`src/rtl/mem_req_arbiter_pkg.sv`:
```
// Shared definitions for the SRAM-like request arbiter: transfer size codes,
// arbiter state encoding and an index-width helper.
package mem_req_arbiter_pkg;

   localparam logic [1:0] SZ_BYTE = 2'd0;
   localparam logic [1:0] SZ_HALF = 2'd1;
   localparam logic [1:0] SZ_WORD = 2'd2;

   typedef enum logic [0:0] {
      ST_IDLE = 1'b0,
      ST_LOCK = 1'b1
   } arb_state_e;

   // Bits needed to name one of n items; never less than one.
   function automatic int idx_w(input int n);
      if (n > 1) begin
         return $clog2(n);
      end else begin
         return 1;
      end
   endfunction

endpackage

```
`src/rtl/mem_req_arbiter_owner_fifo.sv`:
```
// Owner FIFO: remembers which requester issued each accepted transaction so
// in-order responses can be routed back.
module owner_fifo
   import mem_req_arbiter_pkg::*;
#(
   parameter int W     = 2,
   parameter int DEPTH = 4
) (
   input  logic         i_clk,
   input  logic         i_reset,
   input  logic         i_push,
   input  logic [W-1:0] i_push_data,
   input  logic         i_pop,
   output logic         o_full,
   output logic         o_empty,
   output logic [W-1:0] o_head
);

   localparam int AW = idx_w(DEPTH);

   logic [W-1:0]  r_mem [DEPTH];
   logic [AW-1:0] r_head;
   logic [AW-1:0] r_tail;
   logic [AW:0]   r_count;
   logic          w_push;
   logic          w_pop;

   // Qualify requests so over/underflow can never corrupt the pointers.
   always_comb begin
      w_push  = i_push && !o_full;
      w_pop   = i_pop && !o_empty;
      o_full  = (r_count == (AW+1)'(DEPTH));
      o_empty = (r_count == '0);
      o_head  = r_mem[r_head];
   end

   // Pointer and occupancy registers.
   always_ff @(posedge i_clk) begin
      if (i_reset) begin
         r_head  <= '0;
         r_tail  <= '0;
         r_count <= '0;
      end else begin
         if (w_push) begin
            r_tail <= r_tail + AW'(1);
         end
         if (w_pop) begin
            r_head <= r_head + AW'(1);
         end
         case ({w_push, w_pop})
            2'b10:   r_count <= r_count + (AW+1)'(1);
            2'b01:   r_count <= r_count - (AW+1)'(1);
            default: r_count <= r_count;
         endcase
      end
   end

   // Storage; contents are meaningless while the FIFO is empty, so no reset.
   always_ff @(posedge i_clk) begin
      if (w_push) begin
         r_mem[r_tail] <= i_push_data;
      end
   end

endmodule

```
`src/rtl/mem_req_arbiter.sv`:
```
// Round-robin arbiter sharing one SRAM-like master port among NREQ requesters;
// grants lock until the address is accepted and responses follow the owner FIFO.
module mem_req_arbiter
   import mem_req_arbiter_pkg::*;
#(
   parameter int NREQ    = 3,
   parameter int MAX_OUT = 4
) (
   input  logic                 i_clk,
   input  logic                 i_reset,
   input  logic [NREQ-1:0]      i_req,
   input  logic [NREQ-1:0]      i_wr,
   input  logic [2*NREQ-1:0]    i_size,
   input  logic [32*NREQ-1:0]   i_addr,
   input  logic [32*NREQ-1:0]   i_wdata,
   output logic [NREQ-1:0]      o_addr_ok,
   output logic [NREQ-1:0]      o_data_ok,
   output logic [31:0]          o_rdata,
   output logic                 o_m_req,
   output logic                 o_m_wr,
   output logic [1:0]           o_m_size,
   output logic [31:0]          o_m_addr,
   output logic [31:0]          o_m_wdata,
   input  logic                 i_m_addr_ok,
   input  logic                 i_m_data_ok,
   input  logic [31:0]          i_m_rdata,
   output logic                 o_stray_err
);

   localparam int IW = idx_w(NREQ);

   arb_state_e    r_state;
   arb_state_e    w_state_nxt;
   logic [IW-1:0] r_own;
   logic [IW-1:0] w_own_nxt;
   logic [IW-1:0] r_rr;
   logic [IW-1:0] w_rr_nxt;
   logic [IW-1:0] w_winner;
   logic [IW-1:0] w_off;
   logic [IW:0]   w_sum;
   logic [NREQ-1:0] w_rot;
   logic [IW-1:0] w_sel;
   logic [IW-1:0] w_head;
   logic          w_any;
   logic          w_full;
   logic          w_empty;
   logic          w_push;
   logic          w_pop;
   logic          w_m_req;
   logic          r_stray;

   function automatic logic [IW-1:0] next_idx(input logic [IW-1:0] idx);
      if (idx == IW'(NREQ - 1)) begin
         return '0;
      end else begin
         return idx + IW'(1);
      end
   endfunction

   // Round-robin scan: rotate so rr sits at bit 0, take the lowest set bit,
   // then rotate the offset back modulo NREQ.
   always_comb begin
      w_rot = NREQ'({i_req, i_req} >> r_rr);
      w_any = |i_req;
      w_off = '0;
      for (int i = NREQ - 1; i >= 0; i--) begin
         w_off = w_rot[i] ? IW'(i) : w_off;
      end
      w_sum    = {1'b0, r_rr} + {1'b0, w_off};
      w_winner = (w_sum >= (IW+1)'(NREQ)) ? (w_sum[IW-1:0] - IW'(NREQ)) : w_sum[IW-1:0];
   end

   // Next-state and master request; LOCK keeps the owner on the bus even if
   // its request input drops.
   always_comb begin
      w_state_nxt = r_state;
      w_own_nxt   = r_own;
      w_rr_nxt    = r_rr;
      w_sel       = r_own;
      w_m_req     = 1'b0;
      w_push      = 1'b0;
      if (i_reset) begin
         w_state_nxt = ST_IDLE;
      end else begin
         case (r_state)
            ST_IDLE: begin
               w_sel = w_winner;
               if (w_any && !w_full) begin
                  w_m_req = 1'b1;
                  if (i_m_addr_ok) begin
                     w_push   = 1'b1;
                     w_rr_nxt = next_idx(w_winner);
                  end else begin
                     w_own_nxt   = w_winner;
                     w_state_nxt = ST_LOCK;
                  end
               end else begin
                  w_m_req = 1'b0;
               end
            end
            ST_LOCK: begin
               w_m_req = 1'b1;
               if (i_m_addr_ok) begin
                  w_push      = 1'b1;
                  w_rr_nxt    = next_idx(r_own);
                  w_state_nxt = ST_IDLE;
               end else begin
                  w_state_nxt = ST_LOCK;
               end
            end
            default: begin
               w_state_nxt = ST_IDLE;
            end
         endcase
      end
   end

   // Master-side mux and per-requester handshake decode.
   always_comb begin
      o_m_req   = w_m_req;
      o_m_wr    = 1'b0;
      o_m_size  = 2'b00;
      o_m_addr  = 32'h0000_0000;
      o_m_wdata = 32'h0000_0000;
      o_rdata   = i_m_rdata;
      w_pop     = i_m_data_ok && !w_empty && !i_reset;
      for (int i = 0; i < NREQ; i++) begin
         o_m_wr       = (w_sel == IW'(i)) ? i_wr[i]            : o_m_wr;
         o_m_size     = (w_sel == IW'(i)) ? i_size[2*i +: 2]   : o_m_size;
         o_m_addr     = (w_sel == IW'(i)) ? i_addr[32*i +: 32] : o_m_addr;
         o_m_wdata    = (w_sel == IW'(i)) ? i_wdata[32*i +: 32] : o_m_wdata;
         o_addr_ok[i] = w_m_req && i_m_addr_ok && (w_sel == IW'(i));
         o_data_ok[i] = w_pop && (w_head == IW'(i));
      end
      o_stray_err = r_stray;
   end

   // Arbiter state, owner and round-robin pointer.
   always_ff @(posedge i_clk) begin
      if (i_reset) begin
         r_state <= ST_IDLE;
         r_own   <= '0;
         r_rr    <= '0;
      end else begin
         r_state <= w_state_nxt;
         r_own   <= w_own_nxt;
         r_rr    <= w_rr_nxt;
      end
   end

   // A response with nothing outstanding means bridge and arbiter disagree.
   always_ff @(posedge i_clk) begin
      if (i_reset) begin
         r_stray <= 1'b0;
      end else if (i_m_data_ok && w_empty) begin
         r_stray <= 1'b1;
      end else begin
         r_stray <= r_stray;
      end
   end

   owner_fifo #(
      .W     (IW),
      .DEPTH (MAX_OUT)
   ) u_owner_fifo (
      .i_clk       (i_clk),
      .i_reset     (i_reset),
      .i_push      (w_push),
      .i_push_data (w_sel),
      .i_pop       (w_pop),
      .o_full      (w_full),
      .o_empty     (w_empty),
      .o_head      (w_head)
   );

endmodule

```
`config.mk`:
```
export PLATFORM = sky130hd
export DESIGN_NAME = mem_req_arbiter
export DESIGN_NICKNAME = d
export VERILOG_FILES = /design/src/rtl/mem_req_arbiter_pkg.sv /design/src/rtl/mem_req_arbiter_owner_fifo.sv /design/src/rtl/mem_req_arbiter.sv
export SDC_FILE = /design/constraint.sdc
export NUM_CORES = 1
export LEC_CHECK = 0
export ABC_AREA = 1
export CORE_AREA = 2 2 136 138
export DETAILED_ROUTE_END_ITERATION = 10
export DIE_AREA = 0 0 138 140
export PLACE_DENSITY = 0.59
export SLEW_MARGIN = 20
export SYNTH_ARGS = -nofsm -noshare
export SYNTH_HDL_FRONTEND = slang
export SYNTH_SLANG_ARGS = --single-unit
```
`constraint.sdc`:
```
create_clock -name i_clk -period 3.8 [get_ports i_clk]
set_input_delay 0.38 -clock i_clk [delete_from_list [all_inputs] [get_ports i_clk]]
set_output_delay 0.38 -clock i_clk [all_outputs]
set_load 0.05 [all_outputs]
```
==> results of run 1 <==
-- cells by family after synthesis --
kind of cell,Yosys count
AO/OA/AOI/OAI,27
adder cells (fa/ha/maj),9
buffers and inverters,98
flip-flops,23
multiplexers,1
AND/OR/NAND/NOR,356
-- area by class of cell --
class / instances / area (sq um)
Inverter: 31 / 118.9
Timing Repair Buffer: 321 / 4172
Sequential cell: 23 / 544.3
Fill cell: 1723 / 10050
Tap cell: 229 / 286.5
Multi-Input combinational cell: 393 / 2532
Clock inverter: 1 / 5.005
Clock buffer: 3 / 75.07
-- timing repair --
action                     4_1_cts  5_1_grt
hold endpoints to repair         0        0
gates resized for setup         25      129
gates cloned                     3        6
buffers inserted                 5        5
setup endpoints to repair       60       70
pin swaps                        8       13
-- cells in the final DEF (no fill, tap or decap), types with 2 or more instances in the layout --
cell | synthesis | layout
nand2_2 | 2 | 43
nor3_2 | 1 | 2
edfxtp_1 | 8 | 8
buf_6 | 1 | 2
nand2_4 | 1 | 6
nor3_1 | 3 | 2
nand2_1 | 108 | 61
buf_12 | 0 | 86
inv_2 | 3 | 5
clkbuf_16 | 0 | 8
inv_1 | 28 | 25
clkdlybuf4s50_1 | 0 | 209
nand3_2 | 0 | 68
a21oi_1 | 11 | 11
ha_1 | 7 | 5
o21ai_0 | 10 | 8
nor2_4 | 2 | 2
nand4_1 | 2 | 2
o21ai_2 | 1 | 3
nand3_4 | 0 | 4
nand3_1 | 214 | 142
dfxtp_1 | 15 | 14
buf_16 | 0 | 3
nor2_1 | 20 | 20
buf_4 | 44 | 13
fa_1 | 2 | 2
dlygate4sd2_1 | 0 | 2
-- registers in the layout (all words and copies together) (netlist names), named ones only --
signal                flops
r_rr                      2
o_stray_err               1
u_owner_fifo.r_mem        8
r_own                     2
u_owner_fifo.r_count      3
r_state                   1
u_owner_fifo.r_tail       2
u_owner_fifo.r_head       2
-- per-stage QoR --
stage	hold slack (ps)	worst slack, ps
finish	470.0	86.35
CTS	474.7	2.354
detailed placement	460.5	-92.35
global placement	458.1	-59.27
floorplan	443.3	-119.0
global route	504.1	-108.0
-- worst max-delay path: cells and delay by family, from the launching register on --
| family | cells | cell delay [ps] |
|---|---|---|
| buffers and inverters | 6 | 610 |
| adders and majority gates | 3 | 880 |
| muxes | 1 | 250 |
| DFF | 1 | 410 |
| AOI/OAI and AO/OA | 1 | 140 |
| and+or+nand+nor | 8 | 780 |
-- power by group through the flow --
stage | combinational (W) | clock, W | sequential, W
floorplan | 0.00238 | 0 | 0.000316
global placement | 0.00468 | 0 | 0.000316
detailed placement | 0.00469 | 0 | 0.000317
CTS | 0.00497 | 0.000232 | 0.000313
global route | 0.00567 | 0.000240 | 0.000319
finish | 0.00545 | 0.000226 | 0.000315
-- path summary, 6_finish.rpt --
kind	from	to	slack (ps)	depth (start not counted)
worst max register to register	r_rr[0]$_SDFFE_PP0P_	u_owner_fifo.r_mem[0][1]$_DFFE_PP_	1000	14
worst max-delay path	r_rr[0]$_SDFFE_PP0P_	o_m_addr[21]	90	19
worst min register to register	o_stray_err$_SDFFE_PP0P_	o_stray_err$_SDFFE_PP0P_	470	1
worst min-delay path	o_stray_err$_SDFFE_PP0P_	o_stray_err$_SDFFE_PP0P_	470	1
-- per-layer routing --
metal / wire length [um] / up-vias / GRT usage (%)
li1: - / 2234 / -
met4: 340 / 0 / 3.115
met5: 0 / - / 0
met3: 1134 / 25 / 3.453
met2: 8994 / 177 / 27.91
met1: 7167 / 2131 / 19.38
==> impl_metrics.yaml, run 1 <==
worst_hold_path:
  hold_path_class: "reg2reg"
logic_synthesis:
  yosys.area_share.xor_xnor_pct: 0
  number_of_enable_type_register_cells_in_the_synthesized_netlist: 8
  syn_area_sq_um: 3058
  synthTopCellsByCount: "nand3_1, nand2_1, buf_4"
  syn_avg_cell_area_sq_um: 5.949
  synth_top_cells_by_area: "nand3_1, nand2_1, buf_4, dfxtp_1, edfxtp_1"
  synth_compound_area_share_pct: 4.951
  synthDominantAreaCellType: "nand3_1"
  synth_simple_gate_area_share_pct: 54.30
  post_synth_fa_ha_maj_area_fraction_pct: 4.173
  combinational_family_with_the_most_area_after_synthesis: "simple AND/OR/NAND/NOR gates"
  post_synth_inst_count: 514
  postSynth.topFlopCell: "dfxtp_1"
  seq_cells_post_synth: 23
  postSynth.asyncResetShare_pct: 0
  count_of_warnings_emitted_by_yosys: 0
  post_synth_cell_types: 32
  yosysSeqAreaShare_pct: 17.68
  yosys.cell_count.top_type: "nand3_1"
  muxShareOfSynthArea_pct: 0.3273
  synth_fp_nets: 763
  netlist.area_leader.share_pct: 35.02
floorplanning:
  die_height_um: 140
  io_pins: 347
  core_area_sq_um: 17780
  floorplan.die.width_um: 138
  initial_core_util_pct: 17.20
  die-area_sq_um: 19320
  std_cell_rows: 49
final_layout:
  stdcell_count: 1001
  layout.nets: 1022
  post_route_cells_drive_above_1_share_pct: 33.03
  num_antenna_cells: 0
  layout-area-overhead-vs-synth_pct: 152.9
  final_util_pct: 43.50
  final_design_area_no_fill_sq_um: 7734
clock_network:
  worst_skew_pair.late_latency_ps: 260
  clock_path_buffers: 2
  cts.clk_slew.worst_paths_ps: 60
  clock_tree_from_tritoncts: "built"
  ctsHtreeMaxLevel: 1
  clock-sinks: 23
  holdBufCountCts: 0
  cts_root_buffer: "clkbuf_16"
  cts_inserted_buffers: 3
power:
  power.clock.fraction_pct: 3.8
  p_sw_w: 0.003045
  powerDensity_nw_per_um2: 774.4
  sequentialPowerShare_pct: 5.3
  power_total_w: 0.005989
  p_leak_nw: 3.325
  sw_frac_of_total_pct: 50.84
  p_comb_share_pct: 91.0
  vdd_ir_drop_max_uv: 493.3
  intPower_w: 0.002944
flow_run:
  max_cap_violations: 0
global_route:
  globalRouteTotalUtil_pct: 15.63
  antenna_found_initial: 0
  first_pass_grt_wire_length_mm: 24.31
  grt_pass1_vias: 4127
  grt_max_degree: 46
  globalRoute.totalOverflow: 0
worst_setup_path:
  cpPeakStageDelay_ps: 530
  startpoint_type: "register"
  crit_path_max_fanout: 8
  worstPathCellList: "mux2i_2 -> nand2_1 -> a22oi_2 -> ha_2 -> inv_2 -> fa_1 -> inv_2 -> ha_4 -> inv_4 -> nand4_1 -> nand2_2 -> nand2_2 -> nand2_4 -> nor2_4 -> buf_12 -> clkbuf_16 -> nand2_2 -> nand3_2 -> buf_12"
  top_cell_by_count_worst_path: "nand2_2"
  cp-end-kind: "output port"
  worstSetupPathType: "reg2out"
  critPathArrivalTime_ps: 3330
  slowest_stage: "fa_1"
  worst-endpoint-required_ps: 3420
place:
  dp_cells: 979
  detailedPlacementHpwl_mm: 12.20
  final_weighted_congestion_of_routability_driven_global_placement: 0.7855
  buffer_ports.inserted: 282
  dpl-instance-area_sq_um: 6731
sta:
  worst_pin_slew_ps: 507.7
  finalHoldViolCount: 0
  fmax_mhz: 269.3
  timing.final.setup_violations: 0
  finalCriticalPeriod_ps: 3714
  report.final.slew_viol_count: 0
  grt_setup_unrepaired: "yes"
  period_utilisation_layout_pct: 97.73
  maxSlewHeadroom_pct: 66.05
  clock-skew-final_ps: 4.064
  totalNegativeSetupSlack_ps: 0
routing:
  dr.pass1.iters: 4
  totalWireLength_mm: 17.64
  route.detailed.vias_per_inst: 4.562
  initialDrtViolationCount: 185
  detail_route.drc_violations: 0
  routed_wire_length_per_instance_um: 17.62
  detailroute.via_count: 4567
  detail-route-antenna-nets: 0
outcome:
  outcome: "finished clean"
Power figures use the tool's default switching activity.
==> run 2, diff against run 1 <==
--- a/config.mk
+++ b/config.mk
@@ -6,10 +6,11 @@
 export NUM_CORES = 1
 export LEC_CHECK = 0
 export ABC_AREA = 1
-export CORE_AREA = 2 2 136 138
+export CORE_AREA = 2 2 133 135
+export CTS_BUF_LIST = sky130_fd_sc_hd__clkbuf_4 sky130_fd_sc_hd__clkbuf_8
 export DETAILED_ROUTE_END_ITERATION = 10
-export DIE_AREA = 0 0 138 140
-export PLACE_DENSITY = 0.59
+export DIE_AREA = 0 0 135 137
+export PLACE_DENSITY = 0.63
 export SLEW_MARGIN = 20
 export SYNTH_ARGS = -nofsm -noshare
 export SYNTH_HDL_FRONTEND = slang
==> constraint.sdc (replaced) <==
create_clock -name i_clk -period 3.4 [get_ports i_clk]
set_input_delay 0.34 -clock i_clk [delete_from_list [all_inputs] [get_ports i_clk]]
set_output_delay 0.34 -clock i_clk [all_outputs]
set_load 0.05 [all_outputs]
==> run 2 against run 1 <==
  * Sequential share of layout area decreased by 1.2 points
  * Worst setup slack got worse by 440 ps
  * Final cell count rose by 2.6%
  * The run now ends with negative setup slack left
  * Clock-buffer cell count stayed put
  * First-iteration DRC count is 10% lower
  * Core utilization increased by 11 points
  * Global-route usage grew 1.9 points
  * Clock power is 26% lower
  * Via count is 7.4% higher
  * Clock skew up 1.8 ps
  * Critical path depth increased by 1
  * Largest cell class unchanged
==> impl_metrics.yaml, run 2 (same netlist as run 1, synthesis figures left out) <==
final_layout:
  final_util_pct: 54.78
  layout.nets: 1052
  reg_top3: "u_owner_fifo.r_mem (8), u_owner_fifo.r_count (3)"
  layout-area-overhead-vs-synth_pct: 205.6
  number_of_filler_cells_placed_in_the_layout: 1419
  largest_register_ffs: 8
  most_common_cell_after_layout_fill_and_taps_aside: "clkdlybuf4s50_1"
  most-common-layout-cells: "clkdlybuf4s50_1, buf_12, nand3_2"
  stdcell_count: 1027
  registers.top_by_ff_count: "u_owner_fifo.r_mem"
  post_route_cells_drive_above_1_share_pct: 47.38
  num_antenna_cells: 0
sta:
  period_utilisation_layout_pct: 110.4
  finalCriticalPeriod_ps: 3754
  fmax_mhz: 266.4
  grt_setup_unrepaired: "yes"
  clock-skew-final_ps: 5.827
  worst_pin_slew_ps: 518.8
  final_critical_path_setup_slack_ps: -353.9
  timing.final.setup_violations: 70
  finalHoldViolCount: 0
  maxSlewHeadroom_pct: 65.37
  report.final.slew_viol_count: 0
power:
  p_sw_w: 0.004053
  vdd_ir_drop_max_uv: 601.6
  sequentialPowerShare_pct: 4.4
  power.clock.fraction_pct: 2.1
  p_leak_nw: 3.969
  sw_frac_of_total_pct: 50.88
  intPower_w: 0.003913
  powerDensity_nw_per_um2: 852.5
  p_comb_share_pct: 93.5
floorplanning:
  die-area_sq_um: 18500
  initial_core_util_pct: 17.93
  io_pins: 347
  std_cell_rows: 48
  floorplan.die.width_um: 135
  die_height_um: 137
  core_area_sq_um: 17060
global_route:
  antenna_found_initial: 0
  first_pass_grt_wire_length_mm: 25.50
  grt_util_met1_pct: 20.66
  grt_max_degree: 42
  globalRoute.totalOverflow: 0
  grt_pass1_vias: 4626
  global_route.usage.met2_pct: 32.46
  globalRouteMet3Util_pct: 4.296
  busiest_layer: "met2"
  globalRouteTotalUtil_pct: 17.56
place:
  detailedPlacementHpwl_mm: 12.19
  buffer_ports.inserted: 282
  final_weighted_congestion_of_routability_driven_global_placement: 0.7324
  dp_cells: 976
  dp_worst_setup_slack_ps: -506.5
clock_network:
  cts_root_buffer: "clkbuf_8"
  ctsHtreeMaxLevel: 1
  clock-sinks: 23
  holdBufCountCts: 0
  cts.clk_slew.worst_paths_ps: 80
  cts_inserted_buffers: 3
  worst_skew_pair.late_latency_ps: 270
  clock_path_buffers: 2
  clock_tree_from_tritoncts: "built"
routing:
  detail_route.drc_violations: 0
  initialDrtViolationCount: 166
  detail-route-antenna-nets: 0
  detailroute.via_count: 4907
  dr.pass1.iters: 4
  route.detailed.vias_per_inst: 4.778
  routed_wire_length_per_instance_um: 20.41
  totalWireLength_mm: 20.96
outcome:
  violations: "negative setup slack"
  outcome: "complete, but fails checks"
worst_setup_path:
  critPathArrivalTime_ps: 3410
  cp-end-kind: "output port"
  worst-endpoint-required_ps: 3060
  crit_path_max_fanout: 6
  startpoint_type: "register"
  worstSetupPathType: "reg2out"
worst_hold_path:
  hold_path_class: "reg2reg"
flow_run:
  max_cap_violations: 0
==> run 2: what timing repair did <==
action | in CTS | in global routing
setup endpoints to repair | 70 | 70
pin swaps | 11 | 52
cloned | 8 | 16
buffers inserted | 18 | 8
gates resized for setup | 158 | 231
==> run 2: critical path: stages (launching register included) <==
cell	delay (ps)
dfxtp_4	380
buf_4	150
o21ai_2	120
nand2_1	80
a22oi_2	160
ha_2	200
inv_2	30
fa_1	520
inv_2	50
ha_4	170
inv_4	80
nand4_1	130
nand2_1	170
nand2_2	80
nand2_4	140
nor2_4	60
buf_6	130
clkbuf_16	170
nand2_2	70
nand3_2	80
buf_12	160
==> run 2: path summary, 6_finish.rpt <==
kind	cells after the start	slack (ps)	to	start
setup / recovery	20	-350	o_m_addr[4]	r_rr[0]$_SDFFE_PP0P_
hold / removal	1	480	u_owner_fifo.r_count[0]$_SDFFE_PP0P_	u_owner_fifo.r_count[0]$_SDFFE_PP0P_
hold reg to reg	1	480	u_owner_fifo.r_count[0]$_SDFFE_PP0P_	u_owner_fifo.r_count[0]$_SDFFE_PP0P_
setup reg to reg	17	380	u_owner_fifo.r_mem[3][1]$_DFFE_PP_	r_rr[0]$_SDFFE_PP0P_
==> run 2: routing by layer <==
layer / share of wire, % / wire length, um
met5: 0 / 0
met4: 2.9 / 612
met3: 7.1 / 1489
met2: 54 / 11260
met1: 36 / 7602
==> run 2: per-stage QoR <==
stage | hold slack (ps) | setup TNS, ps | area [sq um] | total power, W
after global placement | 447.5 | -28580 | 6763 | 0.005585
final | 480.9 | -19290 | 9344 | 0.007965
after detailed placement | 470.1 | -32280 | 6763 | 0.005599
after global routing | 506.7 | -31890 | 9344 | 0.008272
after CTS | 479.6 | -20210 | 7782 | 0.006733
after floorplan | 409.1 | -129.1 | 3074 | 0.003027
==> run 2: power by group through the flow <==
stage               clock network (W)  logic (W)  registers (W)
floorplan                           0    0.00267       0.000354
global placement                    0    0.00523       0.000352
detailed placement                  0    0.00525       0.000352
CTS                          0.000174    0.00621       0.000349
global route                 0.000185    0.00773       0.000354
finish                       0.000168    0.00745       0.000350
==> run 2: cell type report <==
class / instances / area, sq um / share of cell area [%]
clock inverters: 1 / 5.005 / 0.05356
multi-input cells: 394 / 3672 / 39.30
repair buffers: 350 / 4681 / 50.09
flip-flops and latches: 23 / 544.3 / 5.825
clock buffers: 3 / 41.29 / 0.4419
inverters: 31 / 118.9 / 1.272
well taps: 225 / 281.5 / 3.013
==> run 3, diff against run 2 <==
--- a/config.mk
+++ b/config.mk
@@ -5,13 +5,14 @@
 export SDC_FILE = /design/constraint.sdc
 export NUM_CORES = 1
 export LEC_CHECK = 0
-export ABC_AREA = 1
-export CORE_AREA = 2 2 133 135
+export ABC_AREA = 0
+export CORE_AREA = 2 2 136 138
 export CTS_BUF_LIST = sky130_fd_sc_hd__clkbuf_4 sky130_fd_sc_hd__clkbuf_8
 export DETAILED_ROUTE_END_ITERATION = 10
-export DIE_AREA = 0 0 135 137
-export PLACE_DENSITY = 0.63
+export DIE_AREA = 0 0 138 140
+export PLACE_DENSITY = 0.8
 export SLEW_MARGIN = 20
 export SYNTH_ARGS = -nofsm -noshare
 export SYNTH_HDL_FRONTEND = slang
 export SYNTH_SLANG_ARGS = --single-unit
+export TNS_END_PERCENT = 100
==> run 3 against run 2 <==
  * The run still ends with negative setup slack left
  * Worst setup slack got worse by 140 ps
  * Critical path type unchanged
  * Largest cell class is now multi-input gates
  * Register-to-register slack got worse by 120 ps
  * Global-route usage rose by 8.4 points
  * Critical path depth fell by 6
  * Via count rose by 60%
  * Die area rose by 4.5%
  * Sequential share of layout area fell by 1.4 points
  * Final cell count rose by 20%
  * Clock-buffer cell count did not move
==> impl_metrics.yaml, run 3 <==
worst_setup_path:
  worst-endpoint-required_ps: 3060
  startpoint_type: "register"
  cp-end-kind: "output port"
  worstSetupPathType: "reg2out"
  critPathArrivalTime_ps: 3550
  crit_path_max_fanout: 16
logic_synthesis:
  yosysSeqAreaShare_pct: 8.773
  synthDominantAreaCellType: "o2111a_1"
  yosys.cell_count.top_type: "nand2b_1"
  syn_avg_cell_area_sq_um: 8.149
  postSynth.asyncResetShare_pct: 0
  post_synth_cell_types: 55
  synth_fp_nets: 1005
  netlist.area_leader.share_pct: 12.25
  synth_top_cells_by_area: "o2111a_1, or3b_1, a311oi_1, o221ai_1, o2bb2ai_1"
  postSynth.topFlopCell: "dfxtp_1"
  synthTopCellsByCount: "nand2b_1, or3b_1"
  post_synth_inst_count: 756
  seq_cells_post_synth: 23
  count_of_warnings_emitted_by_yosys: 0
  number_of_enable_type_register_cells_in_the_synthesized_netlist: 8
  syn_area_sq_um: 6161
routing:
  dr.pass1.iters: 5
  route.detailed.vias_per_inst: 6.352
  detail-route-antenna-nets: 0
  detail_route.drc_violations: 0
  totalWireLength_mm: 27.23
  initialDrtViolationCount: 464
  routed_wire_length_per_instance_um: 22.01
  detailroute.via_count: 7857
power:
  power.clock.fraction_pct: 1.2
  intPower_w: 0.006775
  vdd_ir_drop_max_uv: 991.9
  p_comb_share_pct: 95.6
  p_sw_w: 0.007481
  sw_frac_of_total_pct: 52.48
  sequentialPowerShare_pct: 3.2
  powerDensity_nw_per_um2: 1151
  p_leak_nw: 4.198
  power_total_w: 0.01426
final_layout:
  largest_register_ffs: 8
  most_common_cell_after_layout_fill_and_taps_aside: "clkdlybuf4s50_1"
  num_antenna_cells: 0
  stdcell_count: 1237
  reg_top3: "u_owner_fifo.r_mem (8), u_owner_fifo.r_count (3)"
  post_route_cells_drive_above_1_share_pct: 36.61
  layout.nets: 1258
  registers.top_by_ff_count: "u_owner_fifo.r_mem"
  layout-area-overhead-vs-synth_pct: 101.1
  most-common-layout-cells: "clkdlybuf4s50_1, buf_12, buf_4"
floorplanning:
  die_height_um: 140
  initial_core_util_pct: 34.65
  die-area_sq_um: 19320
  io_pins: 347
  floorplan.die.width_um: 138
  std_cell_rows: 49
  core_area_sq_um: 17780
sta:
  totalNegativeSetupSlack_ps: -29310
  clock-skew-final_ps: 9.072
  report.final.slew_viol_count: 0
  grt_setup_unrepaired: "yes"
  period_utilisation_layout_pct: 114.6
  finalHoldViolCount: 0
  final_critical_path_setup_slack_ps: -494.8
  timing.final.setup_violations: 70
  maxSlewHeadroom_pct: 50.89
  finalCriticalPeriod_ps: 3895
  fin_worst_hold_slack_ps: 480.7
  fmax_mhz: 256.8
  worst_pin_slew_ps: 736.6
clock_network:
  worst_skew_pair.late_latency_ps: 270
  clock_tree_from_tritoncts: "built"
  cts_inserted_buffers: 3
  cts_root_buffer: "clkbuf_8"
  cts.clk_slew.worst_paths_ps: 90
  clock_path_buffers: 2
  clock-sinks: 23
  ctsHtreeMaxLevel: 1
place:
  buffer_ports.inserted: 282
  detailedPlacementHpwl_mm: 18.59
  dp_cells: 1219
  dp_worst_setup_slack_ps: -763.7
  final_weighted_congestion_of_routability_driven_global_placement: 0.8070
outcome:
  violations: "negative setup slack"
  outcome: "complete, but fails checks"
flow_run:
  max_cap_violations: 0
global_route:
  globalRouteTotalUtil_pct: 25.94
  grt_pass1_vias: 7844
  globalRoute.totalOverflow: 0
  first_pass_grt_wire_length_mm: 42.33
  grt_max_degree: 91
  antenna_found_initial: 0
worst_hold_path:
  hold_path_class: "reg2reg"
[run 3: cell type report]
| cell class | count | area (sq um) |
|---|---|---|
| clock inverter | 1 | 6.256 |
| timing repair buffer | 399 | 4762 |
| inverter | 12 | 45.04 |
| sequential | 23 | 553.0 |
| multi-input combinational | 570 | 6693 |
| clock buffer | 3 | 41.29 |
| tap | 229 | 286.5 |
| fill | 1298 | 5393 |
[run 3: routing by layer]
metal  up-vias  share of wire (%)  track usage (%)  wire, um
li1       3696                  -                -         -
met1      3793                 39            32.23     10710
met2       316                 52            46.38     14090
met3        52                6.0            4.000      1642
met4         0                2.9            7.680       786
met5         -                  0                0         0
[run 3: power by group through the flow]
| stage | Combinational (W) | Clock, W | Sequential [W] |
|---|---|---|---|
| global route | 0.0142 | 0.000185 | 0.000460 |
| finish | 0.0136 | 0.000173 | 0.000452 |
| global placement | 0.0123 | 0 | 0.000447 |
| detailed placement | 0.0124 | 0 | 0.000452 |
| CTS | 0.0132 | 0.000173 | 0.000447 |
| floorplan | 0.00740 | 0 | 0.000370 |
[run 3: stage by stage]
step / utilization [%] / cell area, sq um
after global routing: 69.67 / 12390
after global placement: 65.13 / 11580
after floorplan: - / 7709
final: 69.67 / 12390
after detailed placement: 65.13 / 11580
after CTS: 68.23 / 12130
[run 3: logic make-up (layout without fill, tap and decap cells)]
family | count (synthesis) | after routing | synth area share, %
and+or+nand+nor | 190 | 191 | 22.01
buffers and inverters | 165 | 415 | 13.55
DFF | 23 | 23 | 8.773
xor gates and xnor gates | 4 | 4 | 0.5686
muxes | 6 | 7 | 1.482
adders and majority gates | 9 | 9 | 2.071
AOI/OAI and AO/OA | 359 | 359 | 51.54
[run 3: repair_timing]
action | 4_1_cts | 5_1_grt
pin swaps | 71 | 11
cloned | 4 | 4
hold buffers | 0 | 0
resized for setup | 76 | 33
endpoints found under the setup margin | 70 | 70
setup buffers | 7 | 1
[run 3: worst paths after layout]
kind	start	end	slack [ps]	cells after the start
hold reg to reg	o_stray_err$_SDFFE_PP0P_	o_stray_err$_SDFFE_PP0P_	480	2
setup / recovery	r_rr[1]$_SDFFE_PP0P_	o_m_size[1]	-490	14
hold / removal	o_stray_err$_SDFFE_PP0P_	o_stray_err$_SDFFE_PP0P_	480	2
setup reg to reg	r_rr[1]$_SDFFE_PP0P_	r_rr[0]$_SDFFE_PP0P_	260	12
[run 3: critical path: stages (launching register included)]
cell and delay [ps]:
dfxtp_4 370, or4b_4 510, a21oi_2 160, a31oi_2 60, fa_1 550, inv_2 60, ha_4 170, nand3b_1 230
buf_12 210, clkbuf_16 190, o2111a_1 160, a311oi_2 220, buf_4 170, o2bb2ai_4 60, buf_8 150
